**src/rtl/ex_mem_lsu.sv**
```systemverilog
// MEM-stage load/store unit: word-wide data-cache handshake, read-modify-write sub-word stores,
// sign/zero-extended loads. Define LSU_MISALIGN_TRAP_EN to flag misaligned accesses instead of issuing them.
module ex_mem_lsu #(
  parameter int XLEN       = 32,
  parameter int MEM_ADDR_W = 30
) (
  input  logic                  clk,
  input  logic                  rst_n,
  input  logic                  req_valid,
  input  logic                  req_we,
  input  logic [2:0]            req_funct3,
  input  logic [XLEN-1:0]       req_addr,
  input  logic [XLEN-1:0]       req_wdata,
  output logic                  lsu_stall,
  output logic                  resp_valid,
  output logic [XLEN-1:0]       load_data,
  output logic                  misalign,
  output logic                  mem_read,
  output logic                  mem_write,
  output logic [MEM_ADDR_W-1:0] mem_addr,
  output logic [XLEN-1:0]       mem_wdata,
  input  logic [XLEN-1:0]       mem_rdata,
  input  logic                  mem_stall
);

  typedef enum logic [2:0] {S_IDLE, S_ACC, S_RMW_RD, S_RMW_WR, S_RESP} state_t;

  state_t          state_q, state_d;
  logic            is_byte, is_half, sub_store, mis_d, accept;
  logic [1:0]      off;
  logic [7:0]      byte_sel;
  logic [15:0]     half_sel;
  logic [XLEN-1:0] ext_data, merged;

  // Access decode; funct3[1:0]=1x (incl. the undefined encodings) behaves as a word.
  // NOTE: every always_comb output gets a default before any branch so no latch is inferred.
  always_comb begin
    is_byte   = (req_funct3[1:0] == 2'b00);
    is_half   = (req_funct3[1:0] == 2'b01);
    off       = is_byte ? req_addr[1:0] : (is_half ? {req_addr[1], 1'b0} : 2'b00);
    sub_store = req_we && (is_byte || is_half);
`ifdef LSU_MISALIGN_TRAP_EN
    mis_d     = (is_half && req_addr[0]) ||
                (!is_byte && !is_half && (req_addr[1:0] != 2'b00));
`else
    mis_d     = 1'b0;
`endif
  end

  // Lane extraction for loads and lane merge for sub-word stores.
  always_comb begin
    byte_sel = mem_rdata[{off, 3'b000} +: 8];
    half_sel = mem_rdata[{off[1], 4'b0000} +: 16];
    if (is_byte)
      ext_data = req_funct3[2] ? {{(XLEN-8){1'b0}}, byte_sel}
                               : {{(XLEN-8){byte_sel[7]}}, byte_sel};
    else if (is_half)
      ext_data = req_funct3[2] ? {{(XLEN-16){1'b0}}, half_sel}
                               : {{(XLEN-16){half_sel[15]}}, half_sel};
    else
      ext_data = mem_rdata;

    merged = mem_rdata;
    if (is_byte)
      merged[{off, 3'b000} +: 8] = req_wdata[7:0];
    else if (is_half)
      merged[{off[1], 4'b0000} +: 16] = req_wdata[15:0];
  end

  always_comb begin
    state_d = state_q;
    case (state_q)
      S_IDLE:   if (req_valid) state_d = mis_d ? S_RESP : (sub_store ? S_RMW_RD : S_ACC);
      S_ACC:    if (!mem_stall) state_d = S_RESP;
      S_RMW_RD: if (!mem_stall) state_d = S_RMW_WR;
      S_RMW_WR: if (!mem_stall) state_d = S_RESP;
      S_RESP:   state_d = S_IDLE;
      default:  state_d = S_IDLE;
    endcase
  end

  // Stall is masked during reset so the pipeline sees a quiet LSU while rst_n is low.
  always_comb begin
    mem_read   = 1'b0;
    mem_write  = 1'b0;
    resp_valid = 1'b0;
    case (state_q)
      S_ACC: begin
        mem_read  = !req_we;
        mem_write = req_we;
      end
      S_RMW_RD: mem_read   = 1'b1;
      S_RMW_WR: mem_write  = 1'b1;
      S_RESP:   resp_valid = 1'b1;
      default: ;
    endcase
    lsu_stall = rst_n && req_valid && (state_q != S_RESP);
  end

  assign accept = (state_q == S_IDLE) && req_valid;

  // NOTE: sequential state uses non-blocking assignments so every flop samples pre-edge values.
  always_ff @(posedge clk or negedge rst_n) begin
    if (!rst_n) begin
      state_q   <= S_IDLE;
      mem_addr  <= '0;
      mem_wdata <= '0;
      load_data <= '0;
      misalign  <= 1'b0;
    end else begin
      state_q <= state_d;
      if (accept) begin
        mem_addr  <= req_addr[XLEN-1:2];
        mem_wdata <= (req_we && !sub_store) ? req_wdata : '0;
        load_data <= '0;
        misalign  <= mis_d;
      end
      if ((state_q == S_ACC) && !mem_stall && !req_we)
        load_data <= ext_data;
      if ((state_q == S_RMW_RD) && !mem_stall)
        mem_wdata <= merged;
    end
  end

endmodule

```
**config.mk**
```make
export PLATFORM = sky130hd
export DESIGN_NAME = ex_mem_lsu
export DESIGN_NICKNAME = d
export VERILOG_FILES = /design/src/rtl/ex_mem_lsu.sv
export SDC_FILE = /design/constraint.sdc
export NUM_CORES = 1
export LEC_CHECK = 0
export BUFFER_PORTS_ARGS = -buffer_cell sky130_fd_sc_hd__buf_2
export CELL_PAD_IN_SITES_DETAIL_PLACEMENT = 0
export CELL_PAD_IN_SITES_GLOBAL_PLACEMENT = 2
export CORE_MARGIN = 4
export CORE_UTILIZATION = 32
export DETAILED_ROUTE_END_ITERATION = 6
export GPL_ROUTABILITY_DRIVEN = 0
export GPL_TIMING_DRIVEN = 0
export PLACE_DENSITY = 0.95
export SLEW_MARGIN = 15
export SYNTH_ARGS = -nofsm -noshare
export SYNTH_HDL_FRONTEND = slang
export SYNTH_SLANG_ARGS = --single-unit
```
**constraint.sdc**
```tcl
create_clock -name clk -period 3.98 [get_ports clk]
set_clock_uncertainty 0.05 [all_clocks]
set_input_delay 0.199 -clock clk [delete_from_list [all_inputs] [get_ports clk]]
set_output_delay 0.199 -clock clk [all_outputs]
set_load 0.1 [all_outputs]
```
======== Yosys cells after proc, flatten, opt, wreduce, memory -nomap -nowiden ========
Index checks and enable logic that the tools add are counted.
operators by class
  add/subtract/negate cells ............... 2
  equality and inequality tests ........... 9
  shift-type cells ........................ 6
  multiplexer cells ....................... 23
  reductions and logical operators ........ 18
operators with widths
  operator                                                                 number
  32-bit 2-to-1 mux                                                        11
  32-bit bitwise mux                                                       2
  16-bit by 7-bit variable shift with 32-bit output, first input constant  1
  8-bit by 7-bit variable shift with 32-bit output, first input constant   1
  16-bit by 7-bit variable part select with 32-bit output                  1
  32-bit by 6-bit variable part select with 16-bit output                  1
  32-bit by 6-bit variable part select with 8-bit output                   1
  8-bit by 7-bit variable part select with 32-bit output                   1
  5-bit negation with 7-bit output                                         2
  3-bit 2-to-1 mux                                                         3
  3-bit case mux with 3 select lines                                       1
  1-bit logical AND                                                        8
  3-bit by 2-bit equality test with 1-bit output, second input constant    2
  2-bit 2-to-1 mux                                                         3
  2-bit inequality test, second input constant                             3
  1-bit case mux with 2 select lines                                       2
  2-bit nonzero test                                                       2
  3-bit by 1-bit equality test with 1-bit output, second input constant    1
  3-bit equality test, second input constant                               1
  1-bit zero test                                                          3
  3-bit zero test                                                          1
  3-bit inequality test, second input constant                             1
  3-bit AND reduction                                                      1
  2-bit by 1-bit equality test with 1-bit output, second input constant    1
  other kinds (4)                                                          4
storage, ports and cells
  bits in registers ....................... 97
  bits of input ports ..................... 104
  output and inout bits ................... 99
  logic and storage cells ................. 62

======== Logic depth before layout (Yosys ltp) ========
Gate-level depths: netlist of the first run.
  depth after elaboration ................. 9
  mapped depth ............................ 11
  depth with buffers taken out ............ 8

======== Worst setup path before layout of the first run ========
No wires, ideal clock.
  path type ............................... flip-flop to output port
  start point ............................. register state_q[0]
  end point ............................... output lsu_stall
  data arrival time ....................... 4166 ps
  data required time ...................... 3731 ps
  slack ................................... -435 ps
  cell stages (with the launch flop) ...... 4
  buffers on the path ..................... 1
  cells stage by stage .................... dfrtp_1 -> buf_2 -> nor3b_1 -> nor2_1
on the way
  cells in the longest elaborated chain, start to end .. 2
RTL lines
  element                 line  text
  from (decl)             28    state_t state_q, state_d;
  from (signal assigned)  111   state_q <= state_d;
  3-bit inequality test   97    lsu_stall = rst_n && req_valid && (state_q != S_RESP);
  1-bit logical AND       97
  to (decl)               14    output logic lsu_stall,
No other way between the ends.

======== Final worst setup path of the first run ========
  start point ............................. input req_funct3[1]
  end point ............................... register mem_wdata[25]
on the way
  cells in the longest elaborated chain, start to end .. 9
  elaborated cells between the ends (all ways) .. 21
  those cells by class .................... add/sub (2); eq/ne (1); shift (4); mux (9); reduce/logical (5)
RTL lines
  element                                                                                                                              line  text
  from (decl)                                                                                                                          11    input logic [2:0] req_funct3,
  2-bit by 1-bit equality test with 1-bit output                                                                                       39    is_half = (req_funct3[1:0] == 2'b01);
  2-bit 2-to-1 mux (2 in a row)                                                                                                        40    off = is_byte ? req_addr[1:0] : (is_half ? {req_addr[1], 1'b0} : 2'b00);
  5-bit negation with 7-bit output                                                                                                     67    merged[{off[1], 4'b0000} +: 16] = req_wdata[15:0];
  16-bit by 7-bit variable part select with 32-bit output / 16-bit by 7-bit variable shift with 32-bit output (equally long branches)  67
  32-bit bitwise mux                                                                                                                   67
  32-bit 2-to-1 mux                                                                                                                    66    else if (is_half)
  32-bit 2-to-1 mux                                                                                                                    64    if (is_byte)
  32-bit 2-to-1 mux (*)                                                                                                                120   if ((state_q == S_RMW_RD) && !mem_stall)
  to (signal assigned)                                                                                                                 114   mem_wdata <= (req_we && !sub_store) ? req_wdata : '0;
  to (signal assigned)                                                                                                                 121   mem_wdata <= merged;
  to (decl)                                                                                                                            21    output logic [XLEN-1:0] mem_wdata,
Every way passes the cells marked *; elsewhere a longest branch is shown, timed or not. The select of a mux whose other input is x is not followed.
A chain may end at the register's enable or synchronous reset.

==> results of run 1 <==
==> registers in the layout, indices dropped and copies added (netlist names) <==
signal / count
load_data: 32
mem_wdata: 32
mem_addr: 30
state_q: 3
==> critical path, cell delays in order <==
cell and delay, ps:
buf_2 120, clkbuf_1 220, nor2_1 380, clkbuf_1 410, nand2_1 180, inv_1 90
ha_1 350, and3b_1 210, clkbuf_1 300, a311oi_1 160, a211o_1 330, a211oi_1 260
==> per-layer routing <==
| metal | GRT usage [%] | share of wire [%] | up-vias | routed length, µm |
|---|---|---|---|---|
| li1 | - | - | 2915 | - |
| met1 | 30.1 | 43 | 2957 | 10000 |
| met2 | 35.2 | 46 | 272 | 10700 |
| met3 | 5.56 | 8.5 | 46 | 1980 |
| met4 | 6.82 | 2.7 | 2 | 618 |
| met5 | 0 | 0.030 | - | 7 |
==> layout by cell type (no fill, tap or decap), types with 5 or more instances in the layout <==
cell	instances
a211o_1	8
a211oi_1	10
a211oi_2	10
a21o_1	16
a21oi_1	22
a221oi_1	8
a22o_1	15
a2bb2oi_1	8
a311oi_1	8
a32oi_1	12
and3_1	5
buf_2	216
buf_6	6
clkbuf_1	34
clkbuf_16	9
dfrtp_1	97
dlygate4sd3_1	30
inv_1	18
nand2_1	118
nand2b_1	18
nor2_1	39
nor2b_1	26
nor3b_1	17
o211ai_1	8
o211ai_2	15
o21ai_0	12
o221ai_1	8
o22ai_1	15
o311ai_0	7
o31ai_1	8
or4_1	32
==> layout make-up <==
cell class,count,area share [%]
multi-input cells,481,39.9
flip-flops and latches,97,30.7
repair buffers,231,16.9
plain buffers,61,3.79
well taps,229,3.63
clock buffers,9,2.85
clock inverters,7,1.20
inverters,19,0.903
diodes,2,0.0634
==> through the flow <==
step	hold slack, ps	cells
global placement	340	1087
global route	29.1	1135
detailed placement	132	1088
finish	25.2	1136
CTS	20.2	1134
floorplan	-147	658
==> kinds of logic after synthesis <==
kind of cell | count (synthesis) | share of synthesized area (%)
AND/OR/NAND/NOR | 273 | 24.1
AO/OA/AOI/OAI | 200 | 27.5
flip-flops | 97 | 40.8
buffers and inverters | 80 | 6.23
multiplexers | 4 | 0.715
adder cells (fa/ha/maj) | 3 | 0.631
other | 1 | 0.0630
==> repair_timing <==
action                                 CTS  global route
hold buffers                            30             0
endpoints found under the hold margin   76             0
setup endpoints to repair                0             0
==> power groups by stage <==
stage / registers (W) / clock network, W / logic [W]
global placement: 0.00163 / 0 / 0.00491
floorplan: 0.00457 / 0 / 0.00107
global route: 0.00169 / 0.00102 / 0.00517
detailed placement: 0.00164 / 0 / 0.00493
finish: 0.00163 / 0.000955 / 0.00493
CTS: 0.00163 / 0.000981 / 0.00496
==> worst max-delay path by stage <==
stage | startpoint | endpoint | depth (start not counted) | slack [ps]
after floorplan | state_q[0] | mem_write | 2 | 940
after global placement | req_funct3[1] | mem_wdata[25] | 12 | 790
after detailed placement | req_funct3[1] | mem_wdata[25] | 12 | 690
after CTS | req_funct3[1] | mem_wdata[25] | 12 | 1070
after global routing | req_funct3[1] | mem_wdata[24] | 12 | 750
final | req_funct3[1] | mem_wdata[25] | 12 | 970
==> flow_metrics.env, run 1 <==
export IMPL_core_area_mm2=0.0181
export IMPL_drt_wl_total_mm=23.3
export IMPL_syn_inst=658
export IMPL_track_usage_pct=22.2
export IMPL_cts_buffers=9
export IMPL_fin_crit_sh_pct=75.6
export IMPL_cts_htree_levels=3
export IMPL_ys_seq_area_share_pct=40.8
export IMPL_async_reset_ff_share_pct=100
export IMPL_wl_per_cell_um=20.5
export IMPL_grt_pass1_wl_mm=35.8
export IMPL_post_route_drc_count=0
export IMPL_dr_pass1_iters=5
export IMPL_start_util_pct=32.8
export IMPL_synth_cell_types=58
export IMPL_row_count=49
export IMPL_grt_max_degree=51
export IMPL_root_buffer="clkbuf_16"
export IMPL_portBuffers=200
export IMPL_stdcell_area_mm2=0.00790
export IMPL_min_path_type="input port to flop"
export IMPL_grt_antenna_before_repair=2
export IMPL_drive_above_1_share_pct=30.8
export IMPL_areaGrowthSynthToFinish_pct=32.8
export IMPL_dp_slack_ps=691
export IMPL_synth_ff_type="dfrtp_1"
export IMPL_period_minus_slack_ps=3010
export IMPL_synth_edf_count=0
export IMPL_postCtsSetupRepairBufs=0
export IMPL_internal_power_w=0.00275
export IMPL_netlist_top_cells_count="118 x nand2_1, 97 x dfrtp_1, 39 x nor2_1"
export IMPL_final_fill_count=1818
export IMPL_rsz0062_at_grt="false"
export IMPL_critPathKind="input port to flop"
export IMPL_worstReg2RegEnd="load_data[9]"
export IMPL_multi_input_area_mm2=0.00316
export IMPL_dp_hpwl_mm=17.7
export IMPL_max_clock_freq_ghz=0.332
export IMPL_p_seq_share_pct=21.7
export IMPL_synth_top_area_share_pct=40.8
export IMPL_layout_setup_ws_ps=971
export IMPL_postSynthNetCount=765
export IMPL_place_area_mm2=0.00727
export IMPL_post_cts_resized=0
export IMPL_cp_max_fo=10
export IMPL_synthTopCellsByArea="dfrtp_1 41%, nand2_1 7.4%, or4_1 4.0%"
export IMPL_setup_viol_count_final=0
export IMPL_grt_overflow_total=0
export IMPL_clockBufferDepth=2
export IMPL_outcome="completed"
export IMPL_critPathRequiredTime_ps=4190
export IMPL_min_to="mem_wdata[21]"
export IMPL_relSlewSlack_pct=52.7
export IMPL_cp_end_kind="flop"
export IMPL_ff_latch_area_mm2=0.00243
export IMPL_via_per_inst=5.45
export IMPL_tightest_slew_ps=708
export IMPL_utilization_pct=43.5
export IMPL_r2r_cells=6
export IMPL_min_path_cells=3
export IMPL_cts_sinks=97
export IMPL_critPathArrivalTime_ps=3220
export IMPL_insertion_delay_ps=360
export IMPL_cap_viol_max_count=0
export IMPL_p_per_area_mw_per_mm2=952
export IMPL_vias=6192
export IMPL_yosysMostFrequentCell="nand2_1"
export IMPL_p_comb_share_pct=65.6
export IMPL_detail_route_antenna_nets=0
export IMPL_r2r_slack_ps=1620
export IMPL_ios=203
export IMPL_first_global_vias=6245
export IMPL_p_sw_share_pct=63.5
export IMPL_synth_area_mm2=0.00595
export IMPL_die_x_um=144
export IMPL_die_h_um=144
export IMPL_clkTransAtPathRegs_ps=80
export IMPL_dieArea_mm2=0.0208
export IMPL_setup_tns_ps=0
export IMPL_synth_ff_latch_count=97
export IMPL_reg2reg_from="state_q[0]"
export IMPL_irDropWorstVdd_mv=0.699
export IMPL_cellLeakagePower_nw=3.89
export IMPL_hold_viol_final=0
export IMPL_hold_start="req_wdata[21]"
export IMPL_critical_path_startpoint_type="input port"
export IMPL_p_total_w=0.00752
export IMPL_dr_first_iter_drc_count=397
export IMPL_synth_yosys_warnings=0
export IMPL_avgSynthCellArea_um2=9.04
export IMPL_power_switching_w=0.00477
export IMPL_tritoncts="done"
export IMPL_slew_violations=0
export IMPL_clock_power_share_pct=12.7
export IMPL_synth_area_leader_cell="dfrtp_1"
export IMPL_final_nets=1007
(Power assumes the default switching activity.)
==> run 2, diff against run 1 <==
CORE_UTILIZATION = 29   (was 32)
PLACE_DENSITY = 0.9   (was 0.95)
clock period = 3 ns   (was 3.98 ns; I/O delays follow)
==> run 2 against run 1 <==
Against the previous run: non-clock buffer count up 4; sequential power increased by 33%; sequential share of layout area down 0.40 points; global-route usage decreased by 1.6 points; highest routed layer is now met4; largest cell class unchanged; register-to-register slack got worse by 910 ps; first-iteration DRC count is 24% higher; critical path depth stayed put.
==> flow_metrics.env, run 2 (same netlist as run 1, synthesis figures left out) <==
export IMPL_outcome="completed"
export IMPL_ios=203
export IMPL_cp_max_fo=10
export IMPL_die_x_um=151
export IMPL_timing_critical_path_mode_cell="clkbuf_1"
export IMPL_track_usage_pct=20.6
export IMPL_worstReg2RegEnd="load_data[10]"
export IMPL_p_total_w=0.0101
export IMPL_post_route_drc_count=0
export IMPL_p_seq_share_pct=21.5
export IMPL_row_count=52
export IMPL_dr_pass1_iters=5
export IMPL_irDropWorstVdd_mv=0.699
export IMPL_critPathKind="input port to flop"
export IMPL_rsz0062_at_grt="false"
export IMPL_critPathBufInv=5
export IMPL_p_sw_share_pct=63.0
export IMPL_dieArea_mm2=0.0229
export IMPL_critical_path_startpoint_type="input port"
export IMPL_setup_tns_ps=0
export IMPL_min_to="mem_wdata[21]"
export IMPL_max_stage_delay_ps=350
export IMPL_r2r_slack_ps=710
export IMPL_tightest_slew_ps=665
export IMPL_wl_per_cell_um=20.1
export IMPL_vias=6195
export IMPL_hold_start="req_wdata[21]"
export IMPL_layout_common_cells="216 x buf_2, 118 x nand2_1, 97 x dfrtp_1, 38 x nor2_1, 34 x dlygate4sd3_1"
export IMPL_critPathArrivalTime_ps=2990
export IMPL_stdcell_area_mm2=0.00800
export IMPL_utilization_pct=39.6
export IMPL_reg2reg_from="state_q[0]"
export IMPL_layout_setup_ws_ps=230
export IMPL_clkTransAtPathRegs_ps=80
export IMPL_grt_pass1_wl_mm=36.0
export IMPL_cts_htree_levels=3
export IMPL_start_util_pct=29.4
export IMPL_cts_buffers=9
export IMPL_cp_cell_sequence="buf_2, clkbuf_1, nor2_2, clkbuf_2, nand2_1, inv_1, ha_1, and3b_1, clkbuf_1, a311oi_1, a211o_1, a211oi_1"
export IMPL_dr_first_iter_drc_count=492
export IMPL_power_switching_w=0.00634
export IMPL_root_buffer="clkbuf_16"
export IMPL_layout_commonest_cell="buf_2"
export IMPL_relSlewSlack_pct=55.5
export IMPL_via_per_inst=5.25
export IMPL_detail_route_antenna_nets=0
export IMPL_postCtsSetupRepairBufs=0
export IMPL_period_minus_slack_ps=2770
export IMPL_clockBufferDepth=2
export IMPL_core_area_mm2=0.0202
export IMPL_hold_viol_final=0
export IMPL_cts_sinks=97
export IMPL_die_h_um=151
export IMPL_setup_viol_count_final=0
export IMPL_top_regs="load_data x32, mem_wdata x32, mem_addr x30"
export IMPL_min_path_type="input port to flop"
export IMPL_areaGrowthSynthToFinish_pct=34.6
export IMPL_min_path_cells=3
export IMPL_critPathSlowestCell="a211o_1"
export IMPL_dp_slack_ps=-263
export IMPL_r2r_cells=6
export IMPL_first_global_vias=5980
export IMPL_slew_violations=0
export IMPL_fin_crit_sh_pct=92.3
export IMPL_drive_above_1_share_pct=30.9
export IMPL_tritoncts="done"
export IMPL_cellLeakagePower_nw=3.92
export IMPL_portBuffers=200
export IMPL_grt_overflow_total=0
export IMPL_clock_power_share_pct=13.2
export IMPL_max_clock_freq_ghz=0.361
export IMPL_p_comb_share_pct=65.3
export IMPL_insertion_delay_ps=360
export IMPL_grt_max_degree=70
export IMPL_dp_hpwl_mm=18.1
export IMPL_cp_end_kind="flop"
export IMPL_p_per_area_mw_per_mm2=1260
export IMPL_cap_viol_max_count=0
export IMPL_grt_antenna_before_repair=1
export IMPL_drt_wl_total_mm=23.8
export IMPL_crit_family="buffers and inverters"
export IMPL_place_area_mm2=0.00733
export IMPL_critPathRequiredTime_ps=3220
export IMPL_final_nets=1011
export IMPL_internal_power_w=0.00372
run 2: cell count changes in the layout (fill, tap and decap cells not counted):
cell / change
clkinv_4: +1
inv_8: -1
clkbuf_1: -1
nor2_2: +1
clkinv_8: -1
bufinv_16: +1
dlygate4sd3_1: +4
nor2_1: -1
clkbuf_2: +1
diode_2: -1
run 2: worst max-delay path by stage:
| stage | startpoint | to | depth (start not counted) |
|---|---|---|---|
| after CTS | req_funct3[1] | mem_wdata[28] | 12 |
| after global routing | req_funct3[1] | mem_wdata[28] | 12 |
| after global placement | req_funct3[1] | mem_wdata[27] | 12 |
| after floorplan | state_q[0] | mem_write | 2 |
| after detailed placement | req_funct3[1] | mem_wdata[28] | 12 |
| final | req_funct3[1] | mem_wdata[28] | 12 |
run 2: final cells by class:
| class | count | area (µm²) |
|---|---|---|
| sequential | 97 | 2430 |
| timing repair buffer | 235 | 1380 |
| buffer | 61 | 300 |
| antenna | 1 | 2.50 |
| clock inverter | 7 | 106 |
| fill | 2101 | 12200 |
| tap | 270 | 338 |
| clock buffer | 9 | 225 |
| multi-input combinational | 481 | 3160 |
| inverter | 19 | 71.3 |
run 2: repair_timing:
action,in CTS,in global routing
endpoints found under the setup margin,0,8
hold buffers,34,0
hold endpoints to repair,61,0
gates resized for setup,0,3
run 2: through the flow:
step / hold slack, ps / instances
after floorplan: -196 / 658
after global placement: 291 / 1128
after detailed placement: 5.41 / 1129
after CTS: 13.2 / 1179
after global routing: 44.4 / 1180
final: 17.1 / 1180
run 2: routing by layer:
layer | vias to the layer above | wire length (µm) | track usage (%)
met1 | 2967 | 10500 | 29.4
met5 | - | 0 | 0
li1 | 2918 | - | -
met4 | 0 | 693 | 7.71
met2 | 268 | 10900 | 31.3
met3 | 42 | 1630 | 3.29
run 2: power groups by stage:
stage                     Combinational, W  Clock, W  Sequential (W)
after floorplan                    0.00143         0         0.00606
after global placement             0.00653         0         0.00217
after detailed placement           0.00655         0         0.00218
after CTS                          0.00660   0.00136         0.00216
after global routing               0.00685   0.00141         0.00222
final                              0.00657   0.00133         0.00216
run 2: worst register-to-register path, stage by stage, from the launching register on:
cell and delay [ps]:
dfrtp_1 390, buf_2 200, nor4b_2 560, a21oi_1 290, clkbuf_1 340, a32oi_1 240, o31ai_1 100
==> run 3, diff against run 2 <==
CORE_MARGIN = 2   (was 4)
SLEW_MARGIN = 10   (was 15)
==> run 3 against run 2 <==
Against the previous run: register-to-register slack improved by 30 ps; first-iteration DRC count fell by 26%; sequential power barely moved; global-route usage rose by 0.94 points; worst setup slack got worse by 7.4 ps; maximum frequency fell by 0.27%; clock power fell by 8%; hold slack improved by 19 ps; largest power group unchanged; highest routed layer is now met5.
==> flow_metrics.env, run 3 (same netlist as run 1, synthesis figures left out) <==
export IMPL_dieArea_mm2=0.0217
export IMPL_dr_first_iter_drc_count=364
export IMPL_portBuffers=200
export IMPL_max_stage_delay_ps=360
export IMPL_slew_violations=0
export IMPL_critPathKind="input port to flop"
export IMPL_critical_path_startpoint_type="input port"
export IMPL_die_h_um=147
export IMPL_areaGrowthSynthToFinish_pct=34.2
export IMPL_cellLeakagePower_nw=3.91
export IMPL_cts_sinks=97
export IMPL_insertion_delay_ps=360
export IMPL_cap_viol_max_count=0
export IMPL_top_regs="load_data x32, mem_wdata x32, mem_addr x30"
export IMPL_grt_max_degree=57
export IMPL_final_fill_count=2142
export IMPL_cp_max_fo=10
export IMPL_setup_viol_count_final=0
export IMPL_final_nets=1012
export IMPL_critPathSlowestCell="nor2_1"
export IMPL_fin_crit_sh_pct=92.6
export IMPL_detail_route_antenna_nets=0
export IMPL_layout_commonest_cell="buf_2"
export IMPL_hold_viol_final=0
export IMPL_cp_end_kind="flop"
export IMPL_root_buffer="clkbuf_16"
export IMPL_rsz0062_at_grt="false"
export IMPL_cts_buffers=9
export IMPL_die_x_um=147
export IMPL_cts_htree_levels=3
export IMPL_post_route_drc_count=0
export IMPL_clockBufferDepth=2
export IMPL_dp_hpwl_mm=17.9
export IMPL_vias=6217
export IMPL_relSlewSlack_pct=55.8
export IMPL_drive_above_1_share_pct=30.8
export IMPL_core_area_mm2=0.0202
export IMPL_irDropWorstVdd_mv=0.747
export IMPL_clkTransAtPathRegs_ps=80
export IMPL_grt_pass1_wl_mm=36.2
export IMPL_p_per_area_mw_per_mm2=1240
export IMPL_stdcell_area_mm2=0.00798
export IMPL_crit_family="buffers and inverters"
export IMPL_place_area_mm2=0.00733
export IMPL_cp_cell_sequence="buf_2, clkbuf_1, nor2_1, clkbuf_2, nand2_1, inv_1, ha_1, and3b_1, clkbuf_1, a311oi_1, a211o_1, a211oi_1"
export IMPL_dr_pass1_iters=6
export IMPL_utilization_pct=39.6
export IMPL_grt_overflow_total=0
export IMPL_outcome="completed"
export IMPL_via_per_inst=5.27
export IMPL_tightest_slew_ps=660
export IMPL_critPathArrivalTime_ps=3000
export IMPL_period_minus_slack_ps=2780
export IMPL_ios=203
export IMPL_tritoncts="done"
export IMPL_n_antenna_cell=0
export IMPL_wl_per_cell_um=19.9
export IMPL_first_global_vias=6092
export IMPL_track_usage_pct=21.6
export IMPL_max_clock_freq_ghz=0.360
export IMPL_min_path_type="input port to flop"
export IMPL_critPathRequiredTime_ps=3220
export IMPL_start_util_pct=29.5
export IMPL_r2r_slack_ps=740
export IMPL_timing_critical_path_mode_cell="clkbuf_1"
export IMPL_row_count=52
export IMPL_critPathBufInv=5
export IMPL_hold_ws_ps=35.9
export IMPL_drt_wl_total_mm=23.5
export IMPL_layout_common_cells="216 x buf_2, 118 x nand2_1, 97 x dfrtp_1, 39 x nor2_1, 35 x dlygate4sd3_1"
export IMPL_grt_antenna_before_repair=2
## run 3: per-stage QoR
step	power [W]	setup WS, ps	std cells	TNS [ps]
after floorplan	0.00749	11.9	658	0
after global placement	0.00868	-206	1128	-1360
after detailed placement	0.00871	-198	1129	-1430
after CTS	0.00999	164	1180	0
after global routing	0.0104	36.4	1180	0
final	0.00993	222	1180	0
## run 3: layout make-up
type                    count  area (µm²)  area share, %
clock inverters             7        81.3           1.02
flip-flops and latches     97        2430           30.4
well taps                 270         338           4.23
multi-input cells         481        3160           39.5
clock buffers               9         225           2.82
plain buffers              61         300           3.76
inverters                  19        71.3          0.893
repair buffers            236        1390           17.3
## run 3: power breakdown
part / switching (W) / internal [W] / total, W
logic: 0.00543 / 0.00111 / 0.00654
clock network: 0.000622 / 0.000598 / 0.00122
registers: 0.000304 / 0.00186 / 0.00217
## run 3: final timing paths
kind | from | end | cells past startpoint
setup / recovery | req_funct3[1] | mem_wdata[27] | 12
hold / removal | mem_stall | state_q[2] | 2
setup reg to reg | state_q[0] | load_data[11] | 6
hold reg to reg | mem_addr[21] | mem_addr[21] | 2
max in group asynchronous | rst_n | mem_wdata[18] | 3
min in group asynchronous | rst_n | load_data[17] | 2
## run 3: per-layer routing
layer | global-route usage, % | part of all wire (%) | up-vias
met5 | 0 | 0.090 | -
met4 | 6.49 | 2.5 | 4
met3 | 5.47 | 7.9 | 48
met2 | 34.3 | 46 | 275
met1 | 29.0 | 44 | 2964
li1 | - | - | 2926
## run 3: what timing repair did
item | CTS | global route
setup endpoints to repair | 0 | 8
buffers inserted | 0 | 0
endpoints found under the hold margin | 76 | 0
resized for setup | 0 | 2
hold buffers | 35 | 0
